File: config.mk
export PLATFORM = sky130hd
export DESIGN_NAME = electronic_scan_clk_gen_flat
export DESIGN_NICKNAME = d
export VERILOG_FILES = /design/src/rtl/electronic_scan_clk_gen_if.sv /design/src/rtl/electronic_scan_clk_gen.sv /design/src/flat_wrapper.sv
export SDC_FILE = /design/constraint.sdc
export NUM_CORES = 1
export LEC_CHECK = 0
export BUFFER_PORTS_ARGS = -buffer_cell sky130_fd_sc_hd__buf_2
export CORE_MARGIN = 2
export CORE_UTILIZATION = 55
export DETAILED_ROUTE_END_ITERATION = 7
export HOLD_SLACK_MARGIN = 0.02
export PLACE_DENSITY = 0.83
export SETUP_SLACK_MARGIN = 0.02
export SLEW_MARGIN = 20
export SYNTH_ARGS = -nofsm -noshare
export SYNTH_HDL_FRONTEND = slang
export SYNTH_SLANG_ARGS = --single-unit
File: constraint.sdc
create_clock -name clk_ref -period 5.25 [get_ports clk_ref]
set_clock_uncertainty 0.05 [all_clocks]
set_input_delay 0.7875 -clock clk_ref [delete_from_list [all_inputs] [get_ports clk_ref]]
set_output_delay 0.7875 -clock clk_ref [all_outputs]
set_load 0.05 [all_outputs]
File: src/rtl/electronic_scan_clk_gen_if.sv
// Control/status bundle between the read-chain controller and the ADC scan-clock generator.
// The controller side is the master; the generator uses the slave modport.
interface electronic_scan_clk_gen_if #(
    parameter int DIV_W       = 16,
    parameter int RD_WIRE_CNT = 16
);
    localparam int SEL_W = (RD_WIRE_CNT > 1) ? $clog2(RD_WIRE_CNT) : 1;

    logic [DIV_W-1:0] div_half;
    logic             start;
    logic             continuous;
    logic             stop;
    logic             clk_adc;
    logic             adc_cs_n;
    logic             sample_stb;
    logic [SEL_W-1:0] wire_sel;
    logic             conv_done;
    logic             frame_done;
    logic             busy;

    modport master (
        output div_half, start, continuous, stop,
        input  clk_adc, adc_cs_n, sample_stb, wire_sel, conv_done, frame_done, busy
    );

    modport slave (
        input  div_half, start, continuous, stop,
        output clk_adc, adc_cs_n, sample_stb, wire_sel, conv_done, frame_done, busy
    );
endinterface

File: src/rtl/electronic_scan_clk_gen.sv
// ADC scan-clock and framing generator: derives clk_adc, chip select, sample strobes and
// the read-wire index from clk_ref, one conversion per wire followed by a quiet gap.
module electronic_scan_clk_gen #(
    parameter int RD_WIRE_CNT = 16,
    parameter int ADC_TQUIET  = 4,
    parameter int GLOBAL_DIV  = 1000,
    parameter int DIV_W       = 16,
    parameter int CONV_BITS   = 16
) (
    input  logic                     clk_ref,
    input  logic                     rst_ref,
    electronic_scan_clk_gen_if.slave bus
);
    localparam int SEL_W  = (RD_WIRE_CNT > 1) ? $clog2(RD_WIRE_CNT) : 1;
    localparam int TC_MAX = (2 * CONV_BITS > 2 * ADC_TQUIET) ? 2 * CONV_BITS : 2 * ADC_TQUIET;
    localparam int TC_W   = $clog2(TC_MAX + 1);
    localparam logic [DIV_W-1:0] DIV_ONE   = DIV_W'(1);
    localparam logic [DIV_W-1:0] DIV_RESET = DIV_W'(GLOBAL_DIV);

    typedef enum logic [1:0] {IDLE, SETUP, CONV, QUIET} state_t;

    state_t           state_reg, state_next;
    logic [DIV_W-1:0] div_reg, div_next;
    logic [DIV_W-1:0] div_cnt_reg, div_cnt_next;
    logic [TC_W-1:0]  tcnt_reg, tcnt_next;
    logic             cont_reg, cont_next;
    logic             stop_pend_reg, stop_pend_next;
    logic [SEL_W-1:0] wire_reg, wire_next;
    logic             clk_adc_reg, clk_adc_next;
    logic             cs_n_reg, cs_n_next;
    logic             stb_reg, stb_next;
    logic             conv_done_reg, conv_done_next;
    logic             frame_done_reg, frame_done_next;
    logic             busy_reg, busy_next;

    logic tick;
    logic last_conv;
    logic last_quiet;
    logic last_wire;
    logic frame_loop;

    assign tick       = (div_cnt_reg == div_reg - DIV_ONE);
    assign last_conv  = (tcnt_reg == TC_W'(2 * CONV_BITS - 1));
    assign last_quiet = (tcnt_reg == TC_W'(2 * ADC_TQUIET - 1));
    assign last_wire  = (wire_reg == SEL_W'(RD_WIRE_CNT - 1));
    assign frame_loop = cont_reg && !stop_pend_reg;

    always_ff @(posedge clk_ref) begin
        if (rst_ref) begin
            state_reg      <= IDLE;
            div_reg        <= DIV_RESET;
            div_cnt_reg    <= '0;
            tcnt_reg       <= '0;
            cont_reg       <= 1'b0;
            stop_pend_reg  <= 1'b0;
            wire_reg       <= '0;
            clk_adc_reg    <= 1'b0;
            cs_n_reg       <= 1'b1;
            stb_reg        <= 1'b0;
            conv_done_reg  <= 1'b0;
            frame_done_reg <= 1'b0;
            busy_reg       <= 1'b0;
        end else begin
            state_reg      <= state_next;
            div_reg        <= div_next;
            div_cnt_reg    <= div_cnt_next;
            tcnt_reg       <= tcnt_next;
            cont_reg       <= cont_next;
            stop_pend_reg  <= stop_pend_next;
            wire_reg       <= wire_next;
            clk_adc_reg    <= clk_adc_next;
            cs_n_reg       <= cs_n_next;
            stb_reg        <= stb_next;
            conv_done_reg  <= conv_done_next;
            frame_done_reg <= frame_done_next;
            busy_reg       <= busy_next;
        end
    end

    // Next state plus the bookkeeping that follows it (divider, tick counters, mode latches).
    always_comb begin
        state_next     = state_reg;
        div_next       = div_reg;
        cont_next      = cont_reg;
        stop_pend_next = stop_pend_reg;
        case (state_reg)
            IDLE: begin
                if (bus.start) begin
                    state_next     = SETUP;
                    div_next       = (bus.div_half == '0) ? DIV_ONE : bus.div_half;
                    cont_next      = bus.continuous;
                    stop_pend_next = 1'b0;
                end
            end
            SETUP: begin
                if (tick) state_next = CONV;
            end
            CONV: begin
                if (tick && last_conv) state_next = QUIET;
            end
            QUIET: begin
                if (tick && last_quiet) state_next = (!last_wire || frame_loop) ? SETUP : IDLE;
            end
            default: state_next = IDLE;
        endcase

        if (busy_reg && bus.stop) stop_pend_next = 1'b1;

        // Both counters restart on every state entry so each state owns whole ticks.
        if (state_reg == IDLE || state_next != state_reg) begin
            div_cnt_next = '0;
            tcnt_next    = '0;
        end else if (tick) begin
            div_cnt_next = '0;
            tcnt_next    = tcnt_reg + TC_W'(1);
        end else begin
            div_cnt_next = div_cnt_reg + DIV_ONE;
            tcnt_next    = tcnt_reg;
        end
    end

    always_comb begin
        clk_adc_next    = clk_adc_reg;
        cs_n_next       = cs_n_reg;
        stb_next        = 1'b0;
        conv_done_next  = 1'b0;
        frame_done_next = 1'b0;
        busy_next       = busy_reg;
        wire_next       = wire_reg;
        case (state_reg)
            IDLE: begin
                clk_adc_next = 1'b0;
                if (bus.start) begin
                    cs_n_next = 1'b0;
                    busy_next = 1'b1;
                    wire_next = '0;
                end
            end
            SETUP: begin
                clk_adc_next = 1'b0;
                cs_n_next    = 1'b0;
                if (tick) begin
                    clk_adc_next = 1'b1;
                    stb_next     = 1'b1;
                end
            end
            CONV: begin
                // Even tick index: falling edge; odd: next bit's rising edge; final: close out.
                if (tick) begin
                    if (last_conv) begin
                        clk_adc_next   = 1'b0;
                        cs_n_next      = 1'b1;
                        conv_done_next = 1'b1;
                    end else if (!tcnt_reg[0]) begin
                        clk_adc_next = 1'b0;
                    end else begin
                        clk_adc_next = 1'b1;
                        stb_next     = 1'b1;
                    end
                end
            end
            QUIET: begin
                clk_adc_next = 1'b0;
                cs_n_next    = 1'b1;
                if (tick && last_quiet) begin
                    if (!last_wire) begin
                        wire_next = wire_reg + SEL_W'(1);
                        cs_n_next = 1'b0;
                    end else begin
                        wire_next       = '0;
                        frame_done_next = 1'b1;
                        if (frame_loop) cs_n_next = 1'b0;
                        else            busy_next = 1'b0;
                    end
                end
            end
            default: begin
                clk_adc_next = 1'b0;
                cs_n_next    = 1'b1;
                busy_next    = 1'b0;
            end
        endcase
    end

    assign bus.clk_adc    = clk_adc_reg;
    assign bus.adc_cs_n   = cs_n_reg;
    assign bus.sample_stb = stb_reg;
    assign bus.wire_sel   = wire_reg;
    assign bus.conv_done  = conv_done_reg;
    assign bus.frame_done = frame_done_reg;
    assign bus.busy       = busy_reg;
endmodule
File: src/flat_wrapper.sv
// flat-port wrapper written by rule: the top's interface ports become plain ports
module electronic_scan_clk_gen_flat 
#(
    parameter int RD_WIRE_CNT = 16,
    parameter int ADC_TQUIET  = 4,
    parameter int GLOBAL_DIV  = 1000,
    parameter int DIV_W       = 16,
    parameter int CONV_BITS   = 16
)
  (clk_ref, rst_ref, bus_div_half, bus_start, bus_continuous, bus_stop, bus_clk_adc, bus_adc_cs_n, bus_sample_stb, bus_wire_sel, bus_conv_done, bus_frame_done, bus_busy);
  electronic_scan_clk_gen_if #(.DIV_W(DIV_W), .RD_WIRE_CNT(RD_WIRE_CNT)) bus_i ();
  input  logic clk_ref;
  input  logic rst_ref;
  input wire logic [$bits(bus_i.div_half)-1:0] bus_div_half;
  input wire logic [$bits(bus_i.start)-1:0] bus_start;
  input wire logic [$bits(bus_i.continuous)-1:0] bus_continuous;
  input wire logic [$bits(bus_i.stop)-1:0] bus_stop;
  output wire logic [$bits(bus_i.clk_adc)-1:0] bus_clk_adc;
  output wire logic [$bits(bus_i.adc_cs_n)-1:0] bus_adc_cs_n;
  output wire logic [$bits(bus_i.sample_stb)-1:0] bus_sample_stb;
  output wire logic [$bits(bus_i.wire_sel)-1:0] bus_wire_sel;
  output wire logic [$bits(bus_i.conv_done)-1:0] bus_conv_done;
  output wire logic [$bits(bus_i.frame_done)-1:0] bus_frame_done;
  output wire logic [$bits(bus_i.busy)-1:0] bus_busy;
  assign bus_i.div_half = bus_div_half;
  assign bus_i.start = bus_start;
  assign bus_i.continuous = bus_continuous;
  assign bus_i.stop = bus_stop;
  assign bus_clk_adc = bus_i.clk_adc;
  assign bus_adc_cs_n = bus_i.adc_cs_n;
  assign bus_sample_stb = bus_i.sample_stb;
  assign bus_wire_sel = bus_i.wire_sel;
  assign bus_conv_done = bus_i.conv_done;
  assign bus_frame_done = bus_i.frame_done;
  assign bus_busy = bus_i.busy;
  electronic_scan_clk_gen #(.RD_WIRE_CNT(RD_WIRE_CNT), .ADC_TQUIET(ADC_TQUIET), .GLOBAL_DIV(GLOBAL_DIV), .DIV_W(DIV_W), .CONV_BITS(CONV_BITS)) u_core (.clk_ref(clk_ref), .rst_ref(rst_ref), .bus(bus_i));
endmodule
# Word-level counts from Yosys, hierarchy flattened
# Index checks and enable logic that the tools add are counted.
[op_classes]
eq_ne = 14
n_reduce_logical = 23
bitwise = 4
n_mul = 0
div_mod_pow = 0
n_shift = 0
magnitude_cmp = 0
addsub = 4
muxes = 34
[ops]
columns = ["op", "n"]
rows = [
  ["$mux W1", 20],
  ["$add A16 B1 Y16 const B", 1],
  ["$eq A16 B16 Y1", 1],
  ["$logic_not A16 Y1", 1],
  ["$mux W16", 1],
  ["$sub A16 B1 Y16 const B", 1],
  ["$mux W4", 3],
  ["$reduce_or A3 Y1", 3],
  ["$mux W2", 4],
  ["$ne A2 B1 Y1 const B", 4],
  ["$pmux W2 S4", 1],
  ["$pmux W4 S2", 1],
  ["$add A6 B1 Y6 const B", 1],
  ["$eq A6 B3 Y1 const B", 1],
  ["$eq A6 B5 Y1 const B", 1],
  ["$reduce_and A3 Y1", 2],
  ["$reduce_bool A2 Y1", 3],
  ["$reduce_and A5 Y1", 1],
  ["$add A4 B1 Y4 const B", 1],
  ["$eq A2 B2 Y1 const B", 2],
  ["$eq A4 B4 Y1 const B", 1],
  ["$logic_and A1 B1 Y1", 4],
  ["$ne A2 B2 Y1 const B", 2],
  ["$not A1 Y1", 4],
  ["other kinds (10)", 15],
]
[totals]
ff_bits = 52
output_inout_bits = 10
wordCells = 92
rom_bits = 0
ramBits = 0
n_memories = 0
latchBits = 0
in_bits = 21

# Depth between registers and ports, before layout
# Gate-level depths: netlist of run 1.
[depth]
word_depth = 9
depth_mapped = 12
depth_no_buf = 10

# Least setup slack after synthesis of run 1
# OpenSTA, ideal clock, no wires.
[synth_path]
path_type = "reg-to-reg"
startpoint = "reg u_core.div_reg[0]"
endpoint = "reg u_core.wire_reg[0], in the netlist u_core.bus.wire_sel[0]"
required_ps = 5130
arrival_time_ps = 2755
path_stages_with_launch = 12
setup_slack_ps = 2374
setup_time_ps = 70
path_cell_list = "dfxtp_1 > inv_1 > ha_1 > buf_1 > inv_1 > or4_4 > xnor2_2 > o211ai_1 > nor4_4 > a21oi_4 > or4b_1 > a21oi_1"
[synth_between]
elab_chain_cells = 5
[synth_rtl]
columns = ["item", "line_no", "rtl"]
rows = [
  ["start: declaration", "electronic_scan_clk_gen.sv:23", "logic [DIV_W-1:0] div_reg, div_next;"],
  ["start signal: assignment", "electronic_scan_clk_gen.sv:65", "div_reg <= div_next;"],
  ["$sub A16 B1 Y16", "electronic_scan_clk_gen.sv:42", "assign tick = (div_cnt_reg == div_reg - DIV_ONE);"],
  ["$eq A16 B16 Y1", "electronic_scan_clk_gen.sv:42", ""],
  ["$logic_and A1 B1 Y1", "electronic_scan_clk_gen.sv:165", "if (tick && last_quiet) begin"],
  ["$ne A2 B1 Y1 (no source line)", "-", ""],
  ["$reduce_and A3 Y1 (no source line)", "-", ""],
  ["end signal: assignment", "electronic_scan_clk_gen.sv:70", "wire_reg <= wire_next;"],
  ["end: declaration", "electronic_scan_clk_gen.sv:28", "logic [SEL_W-1:0] wire_reg, wire_next;"],
]
# Every way passes these cells.
# A chain may end at the register's enable or synchronous reset.

# Worst setup path in the final report of run 1
[layout_path]
startpoint = "reg u_core.div_reg[2]"
endpoint = "reg u_core.wire_reg[0], in the netlist u_core.bus.wire_sel[0]"
# Same word-level chain as after synthesis.

==> key figures, run 1 <==
Clock tree
  • Clk Latency, worst-skew pair: around 0.31 ns
  • Post-CTS Setup Repair Bufs: 0
  • Hold_buf cts: 0
  • Reg clk slew, reported paths: 0.09 ns
  • Max H-tree Level: 2
  • Clk buf depth: 2
  • TritonCTS Buffers: 5
  • Root buffer cell: clkbuf_8
  • Clk sinks: 52
  • CTS tree: done
  • Post_cts resized: 0

Timing
  • FMAX: about 310 MHz
  • Final Cycle Share: 62.0%
  • Final Max Tran Viols: 0
  • # setup viols final: 0
  • Fin crit period: between 3 and 4 ns
  • RSZ-0062 raised after global routing: false
  • Fin Setup TNS: 0 ns
  • Fin. Hold Viols: 0
  • Slew margin rel.: 40.8%
  • Worst slew pin tran: 0.881 ns

Worst setup path
  • Crit. End Element: flop
  • Buffer and inverter count on the worst path: 0
  • Max incr delay on CP: ~0.60 ns
  • Crit start category: flop
  • WP data required: between 5 and 6 ns
  • Arrival time worst endpoint: 3.45 ns
  • Crit path max-delay cell type: nor4_4
  • Crit path kind: flop to flop
  • Critical path's top delay family: simple AND/OR/NAND/NOR gates
  • Crit-path max FO: 10
  • CP Cell Sequence: nor4_2, and3_1, a211oi_1, o31a_1, nor4_4, a21oi_4, or4b_1, a21oi_1

Synthesis
  • Main synth FF type: dfxtp_1
  • Post-synth top cells: dfxtp_1 (52), nand2_1 (49), a21oi_1 (28)
  • #FFs+latches synth: 52
  • Synth async-reset ratio: 0%
  • Post-synthesis cell area: 2940 µm²
  • Yosys warns: 0
  • Synth Instances: 363
  • Cell variety after synth: 58
  • Most common cell in the netlist: dfxtp_1
  • EDFF count, synth: 0
  • Syn Nets: 393
  • Post-synth top area share: 35.4%
  • Top cells by area, synth: dfxtp_1 (35%), nand2_1 (6.3%), xnor2_1 (5.7%)
  • Avg Cell Area, Syn: between 8 and 9 µm²
  • Area leader, netlist: dfxtp_1
  • Seq/Total Area, Yosys: 35.4%

Floorplanning
  • Ports: 31
  • Die ar.: around 5900 µm²
  • Initial Util: between 50 and 60%
  • Row cnt: 26
  • Core area: 5140 µm²
  • Die X: 77.1 µm
  • Die Ht: 77.1 µm

Power and ir drop
  • Pwr dens: approximately 400 nW/µm²
  • Lkg Pwr: 1.21 nW
  • Total power: 1.30 mW
  • Maximum VDD drop: 0.000337 V

Final layout
  • Number of inserted diodes: 0
  • Area grow syn2layout: 9.36%
  • Nets: about 420
  • Final-layout fill cell count: ~470
  • Share of cells above drive strength 1: about 13%
  • Sequential Area: 1040 µm²
  • Area of the multi-input gates: 1800 µm²

Routing
  • Routed len/inst: 14.3 µm
  • Antenna-violating nets left: 0
  • Routed wire length: 6560 µm
  • Via count: 2,742
  • Iteration-0 DRC Markers: 141
  • DRC Markers: 0
  • First-pass iteration count of the detailed router: 6
  • Vias per inst: 6.00

Run
  • Max-cap violation count: 0

Place
  • Gpl congestion: about 0.91
  • Port Buffer Count: 30
  • DP HPWL: 4880 µm

Worst hold path
  • Hold WC Path Type: flop to flop

Global routing
  • GR Util All Layers: 22.9%
  • Global-route wire length before repair: 11,000 µm
  • Initial antenna violation count: 0
  • Number of global-route vias before repair: about 2,400
  • Pin count of the biggest net entering global routing: 23
  • Global route overflow: 0

Status
  • Status: completed
per-stage QoR:
step | setup WS, ns | hold WS (ns) | cell area, µm² | util (%) | instances
floorplan | 2.37 | 0.386 | 2940 | - | 363
global placement | 2.11 | 0.397 | 3120 | 60.8 | 449
detailed placement | 2.01 | 0.400 | 3120 | 60.8 | 449
CTS | 2.00 | 0.413 | 3220 | 62.6 | 457
global route | 1.74 | 0.445 | 3220 | 62.6 | 457
finish | 1.99 | 0.413 | 3220 | 62.6 | 457
layout by cell type (no fill, tap or decap), types with 2 or more instances in the layout:
cell	synthesis	layout
a21oi_1	28	28
a221oi_1	2	2
a31oi_1	5	5
and2_1	2	2
and3_1	10	10
buf_2	1	30
clkbuf_8	0	6
clkinv_2	0	2
dfxtp_1	52	52
ha_1	9	9
inv_1	10	10
nand2_1	49	49
nand3_1	14	14
nand3b_1	2	2
nand4_1	10	10
nand4b_1	3	3
nor2_1	27	27
nor2b_1	3	3
nor3_1	15	15
nor4_1	9	9
nor4_2	2	2
o211ai_1	2	2
o21a_1	2	2
o21ai_0	14	14
o31ai_1	4	4
or2_2	2	2
or3_1	6	6
or4_4	2	2
xnor2_1	19	19
xor2_1	19	19
layout make-up:
cell class / count / share of cell area [%]
Multi-Input combinational cell: 286 / 56.1
Sequential cell: 52 / 32.4
Timing Repair Buffer: 30 / 4.67
Tap cell: 70 / 2.72
Clock buffer: 6 / 2.57
Inverter: 11 / 1.28
Clock inverter: 2 / 0.311
routing by layer:
| layer | global-route usage [%] | vias to the layer above | share of wire (%) |
|---|---|---|---|
| li1 | - | 1349 | - |
| met1 | 30.2 | 1284 | 46 |
| met2 | 37.5 | 93 | 46 |
| met3 | 2.47 | 16 | 5.4 |
| met4 | 10.5 | 0 | 2.3 |
| met5 | 0 | - | 0 |
report_power, final:
part	internal, mW	total [mW]	switching (mW)	leakage, nW
Clock	0.105	0.232	0.126	0.0510
Sequential	0.446	0.521	0.0751	0.423
Combinational	0.208	0.544	0.336	0.738
logic make-up after synthesis:
logic type	synth area share (%)
xor gates and xnor gates	11.9
muxes	0.723
buffers and inverters	3.28
adders and majority gates	3.83
AOI/OAI and AO/OA	15.3
and+or+nand+nor	29.6
DFF	35.4
tightest hold or removal path: cells and delay by family, from the launching register on:
family | cells | cell delay (ns)
AOI/OAI and AO/OA | 1 | 0.05
and+or+nand+nor | 1 | 0.05
DFF | 1 | 0.32
worst paths after layout:
path                                         endpoint  depth (start not counted)  slack (ns)                            from
hold reg to reg          u_core.cont_reg$_SDFFE_PP0P_                          2        0.41    u_core.cont_reg$_SDFFE_PP0P_
setup reg to reg  u_core.bus.wire_sel[0]$_SDFFE_PP0P_                          8        1.99  u_core.div_reg[2]$_SDFFE_PP0P_
setup / recovery  u_core.bus.wire_sel[0]$_SDFFE_PP0P_                          8        1.99  u_core.div_reg[2]$_SDFFE_PP0P_
hold / removal           u_core.cont_reg$_SDFFE_PP0P_                          2        0.41    u_core.cont_reg$_SDFFE_PP0P_
(Power assumes the default switching activity.)
==> run 2, diff against run 1 <==
clock period = 3.15 ns   (was 5.25 ns; I/O delays follow)
==> key figures, run 2 (synthesis results as in run 1) <==
Status
  • Status: completed

Clock tree
  • TritonCTS Buffers: 5
  • Root buffer cell: clkbuf_8
  • Hold_buf cts: 0
  • Post_cts resized: 0
  • Clk sinks: 52
  • Clk Latency, worst-skew pair: roughly 0.31 ns
  • Post-CTS Setup Repair Bufs: 0
  • Reg clk slew, reported paths: ~0.090 ns
  • Max H-tree Level: 2
  • CTS tree: done
  • Clk buf depth: 2

Timing
  • Final Max Tran Viols: 0
  • Worst slew pin tran: 0.672 ns
  • # setup viols final: 0
  • Fin. Hold Viols: 0
  • Hold slack: 0.333 ns
  • Slew margin rel.: 55.2%
  • Final Cycle Share: 93.2%
  • Fin Setup TNS: 0 ns
  • RSZ-0062 raised after global routing: false
  • Fin crit period: 2.94 ns
  • FMAX: 341 MHz

Power and ir drop
  • Lkg Pwr: 1.27 nW
  • Sw Share: 40.9%
  • Psw: around 0.90 mW
  • Combinational Power Share: 43.0%
  • Pwr dens: 669 nW/µm²
  • Clock power share: between 15 and 20%
  • Maximum VDD drop: 0.000485 V
  • Total power: 2.21 mW
  • Internal power: 1.30 mW
  • Part of the power in registers: 39.1%

Place
  • Port Buffer Count: 30
  • DP HPWL: 5150 µm
  • Gpl congestion: a little over 0.9
  • Post-placement cell area: 3210 µm²
  • Post-placement cell count: 460

Worst setup path
  • Max incr delay on CP: 0.59 ns
  • Critical Path Most Common Cell: a21oi_1
  • Crit. End Element: flop
  • Crit path max-delay cell type: or4_4
  • CP Cell Sequence: or4_4, or3_1, a31oi_1, a21oi_1, nor4_4, a21oi_4, or4b_1, a21oi_1
  • WP data required: 3.35 ns
  • Arrival time worst endpoint: 3.13 ns
  • Crit-path max FO: 10
  • Crit start category: flop
  • Crit path kind: flop to flop

Floorplanning
  • Die Ht: 77.1 µm
  • Die ar.: roughly 5900 µm²
  • Core area: between 5000 and 6000 µm²
  • Initial Util: between 50% and 60%
  • Ports: 31
  • Row cnt: 26
  • Die X: 77.1 µm

Global routing
  • Global route overflow: 0
  • Pin count of the biggest net entering global routing: 23
  • GR Util All Layers: 23.4%
  • Global-route wire length before repair: 11,400 µm
  • Number of global-route vias before repair: 2,498
  • Initial antenna violation count: 0

Routing
  • Routed wire length: slightly below 7000 µm
  • Via count: 2,755
  • Vias per inst: around 5.9
  • DRC Markers: 0
  • Antenna-violating nets left: 0
  • First-pass iteration count of the detailed router: 5
  • Iteration-0 DRC Markers: ~190
  • Routed len/inst: around 14 µm

Final layout
  • Nets: 427
  • Area grow syn2layout: 12.2%
  • Commonest non-fill, non-tap cell in the layout: dfxtp_1
  • Design area: 3300 µm²
  • Share of cells above drive strength 1: 15.8%
  • Final-layout fill cell count: 484
  • Finished Layout Cells: 468
  • Number of inserted diodes: 0
  • Most frequent cells in the layout: dfxtp_1 (52), nand2_1 (49), buf_2 (30)

Run
  • Max-cap violation count: 0

Worst hold path
  • Hold WC Path Type: input pin to flop
[run 2: power groups by stage]
| stage | Clock (mW) | Sequential, mW | Combinational [mW] |
|---|---|---|---|
| finish | 0.394 | 0.863 | 0.949 |
| global route | 0.423 | 0.876 | 1.06 |
| CTS | 0.399 | 0.860 | 0.943 |
| detailed placement | 0 | 0.875 | 0.935 |
| global placement | 0 | 0.868 | 0.912 |
| floorplan | 0 | 0.885 | 0.683 |
[run 2: layer usage]
metal  GRT usage [%]  share of wire (%)  vias to the layer above  wire (µm)
met3            2.47                4.8                        8        328
met2            39.9                 48                       74       3280
li1                -                  -                     1367          -
met5               0                  0                        -          0
met1            31.2                 45                     1306       3070
met4            7.50                1.3                        0         86
[run 2: critical path, delay by kind of cell (launching register included)]
kind / cells / cell delay (ns)
AO/OA/AOI/OAI: 4 / 0.64
flip-flops: 1 / 0.39
AND/OR/NAND/NOR: 4 / 1.80
[run 2: final timing paths]
| path | from | to | slack, ns | depth (start not counted) |
|---|---|---|---|---|
| setup / recovery | u_core.div_reg[2]$_SDFFE_PP0P_ | u_core.bus.wire_sel[0]$_SDFFE_PP0P_ | 0.21 | 8 |
| hold / removal | bus_div_half[9] | u_core.div_reg[9]$_SDFFE_PP1P_ | 0.33 | 3 |
| setup reg to reg | u_core.div_reg[2]$_SDFFE_PP0P_ | u_core.bus.wire_sel[0]$_SDFFE_PP0P_ | 0.21 | 8 |
| hold reg to reg | u_core.div_reg[15]$_SDFFE_PP0P_ | u_core.div_reg[15]$_SDFFE_PP0P_ | 0.42 | 2 |
[run 2: through the flow]
| stage | util, % | setup slack (ns) |
|---|---|---|
| 5_1_grt | 64.2 | 0.0311 |
| 3_5_place_dp | 62.4 | 0.253 |
| 3_3_place_gp | 62.4 | 0.329 |
| 4_1_cts | 64.2 | 0.228 |
| 6_report | 64.2 | 0.213 |
| 2_1_floorplan | - | 0.274 |
[run 2: cell type report]
type,count,area (µm²),area share (%)
multi-input combinational,286,1800,54.7
sequential,52,1040,31.6
timing repair buffer,41,233,7.06
tap,70,87.6,2.66
clock buffer,6,82.6,2.50
inverter,11,41.3,1.25
clock inverter,2,10.0,0.303
==> run 3, diff against run 2 <==
BUFFER_PORTS_ARGS = unset   (was -buffer_cell sky130_fd_sc_hd__buf_2)
DONT_BUFFER_PORTS = 1   (was unset)
PLACE_DENSITY = 0.78   (was 0.83)
==> key figures, run 3 (synthesis results as in run 1) <==
Worst setup path
  • Crit. End Element: flop
  • Reg-to-reg slack, setup: between 0.2 and 0.25 ns
  • Crit start category: flop
  • Cells on worst reg2reg path: 10
  • CP Cell Sequence: inv_1, ha_1, inv_1, nor3_1, or3_1, a21oi_1, nor4_4, or4_1, buf_4, nor2_1
  • Launching point of the worst reg2reg path: u_core.div_reg[0]$_SDFFE_PP0P_
  • Crit-path max FO: 16
  • Arrival time worst endpoint: around 3.1 ns
  • Crit path kind: flop to flop
  • Max incr delay on CP: ~0.54 ns
  • Crit path max-delay cell type: or4_1
  • WP data required: ~3.3 ns
  • R2r endpoint: u_core.div_cnt_reg[5]$_SDFF_PP0_
  • Critical Path Most Common Cell: inv_1

Global routing
  • Pin count of the biggest net entering global routing: 23
  • Global-route wire length before repair: ~11,000 µm
  • Number of global-route vias before repair: about 2,400
  • GR Util All Layers: 23.1%
  • Initial antenna violation count: 0
  • Global route overflow: 0

Routing
  • Via count: approximately 2,600
  • Antenna-violating nets left: 0
  • DRC Markers: 0
  • Routed len/inst: approximately 15 µm
  • First-pass iteration count of the detailed router: 4
  • Routed wire length: approximately 6600 µm
  • Vias per inst: 5.97
  • Iteration-0 DRC Markers: approximately 180

Final layout
  • Final-layout fill cell count: 475
  • Commonest non-fill, non-tap cell in the layout: dfxtp_1
  • Number of inserted diodes: 0
  • Post-layout util: 62.2%
  • Most frequent cells in the layout: dfxtp_1 (52), nand2_1 (49), a21oi_1 (28)
  • Design area: 3200 µm²
  • Share of cells above drive strength 1: 9.70%
  • Finished Layout Cells: 441
  • Nets: 400
  • Area grow syn2layout: 8.77%

Floorplanning
  • Die X: 77.1 µm
  • Initial Util: 57.2%
  • Ports: 31
  • Row cnt: 26
  • Die Ht: ~77 µm
  • Core area: a little over 5000 µm²
  • Die ar.: 5950 µm²

Clock tree
  • CTS tree: done
  • Clk Latency, worst-skew pair: 0.31 ns
  • Max H-tree Level: 2
  • Clk buf depth: 2
  • Reg clk slew, reported paths: 0.10 ns
  • Clk sinks: 52
  • Root buffer cell: clkbuf_8
  • TritonCTS Buffers: 5

Run
  • Max-cap violation count: 0

Timing
  • RSZ-0062 raised after global routing: false
  • # setup viols final: 0
  • Worst slew pin tran: 0.620 ns
  • Fin Setup TNS: 0 ns
  • Final Max Tran Viols: 0
  • Final Cycle Share: 93.0%
  • Hold slack: 0.170 ns
  • Slew margin rel.: 58.7%
  • Fin crit period: slightly below 3 ns
  • Fin. Hold Viols: 0
  • FMAX: 341 MHz

Power and ir drop
  • Maximum VDD drop: 0.000364 V
  • Pwr dens: 701 nW/µm²
  • Lkg Pwr: 1.17 nW

Worst hold path
  • Worst hold path depth: 1
  • Hold WC Path Type: input pin to flop
  • Hold_sp: rst_ref
  • Hold EP: u_core.div_reg[11]$_SDFFE_PP0P_

Status
  • Status: completed

Place
  • DP HPWL: 4920 µm
  • Gpl congestion: 0.902
  • Post-placement cell count: about 430
  • Port Buffer Count: 0
  • Post-placement cell area: 3080 µm²
## run 3: critical path, delay by kind of cell, from the launching register on
kind / cells / cell delay (ns)
adders and majority gates: 1 / 0.30
DFF: 1 / 0.45
AOI/OAI and AO/OA: 1 / 0.42
and+or+nand+nor: 5 / 1.19
buffers and inverters: 3 / 0.46
## run 3: through the flow
stage	power (mW)	setup WS, ns
after floorplan	1.57	0.274
after global routing	2.39	0.0378
after detailed placement	1.77	0.275
after CTS	2.23	0.252
after global placement	1.76	0.331
final	2.24	0.221
## run 3: what timing repair did
action                     4_1_cts  5_1_grt
setup buffers                    0        0
setup endpoints to repair        0        1
gates resized for setup          0        1
hold buffers                     0        0
## run 3: per-layer routing
metal	share of wire, %	global-route usage (%)
met5	0	0
met1	46	32.8
met4	1.6	7.50
met2	46	35.7
met3	6.8	4.12
## run 3: worst max path at each step
stage / from / end / slack [ns] / cells past startpoint
finish: u_core.div_reg[0]$_SDFFE_PP0P_ / u_core.div_cnt_reg[5]$_SDFF_PP0_ / 0.22 / 10
global route: u_core.div_reg[0]$_SDFFE_PP0P_ / u_core.bus.wire_sel[0]$_SDFFE_PP0P_ / 0.04 / 10
CTS: u_core.div_reg[2]$_SDFFE_PP0P_ / u_core.bus.wire_sel[0]$_SDFFE_PP0P_ / 0.25 / 8
detailed placement: u_core.div_reg[2]$_SDFFE_PP0P_ / u_core.bus.wire_sel[0]$_SDFFE_PP0P_ / 0.27 / 8
global placement: u_core.div_reg[2]$_SDFFE_PP0P_ / u_core.bus.wire_sel[0]$_SDFFE_PP0P_ / 0.33 / 8
floorplan: u_core.div_reg[0]$_SDFFE_PP0P_ / u_core.bus.wire_sel[0]$_SDFFE_PP0P_ / 0.27 / 11
## run 3: layout make-up
type                    instances  area, µm²  area share [%]
repair buffers                 14        105            3.29
multi-input cells             286       1810            56.7
clock buffers                   5       68.8            2.15
flip-flops and latches         52       1040            32.6
inverters                      11       41.3            1.29
clock inverters                 3       42.5            1.33
well taps                      70       87.6            2.74
## run 3: report_power, final
group / switching (mW) / leakage [nW] / total, mW / internal, mW
Sequential: 0.156 / 0.423 / 0.900 / 0.743
Clock: 0.223 / 0.0541 / 0.459 / 0.235
Combinational: 0.514 / 0.689 / 0.883 / 0.369
Total: 0.894 / 1.17 / 2.24 / 1.35
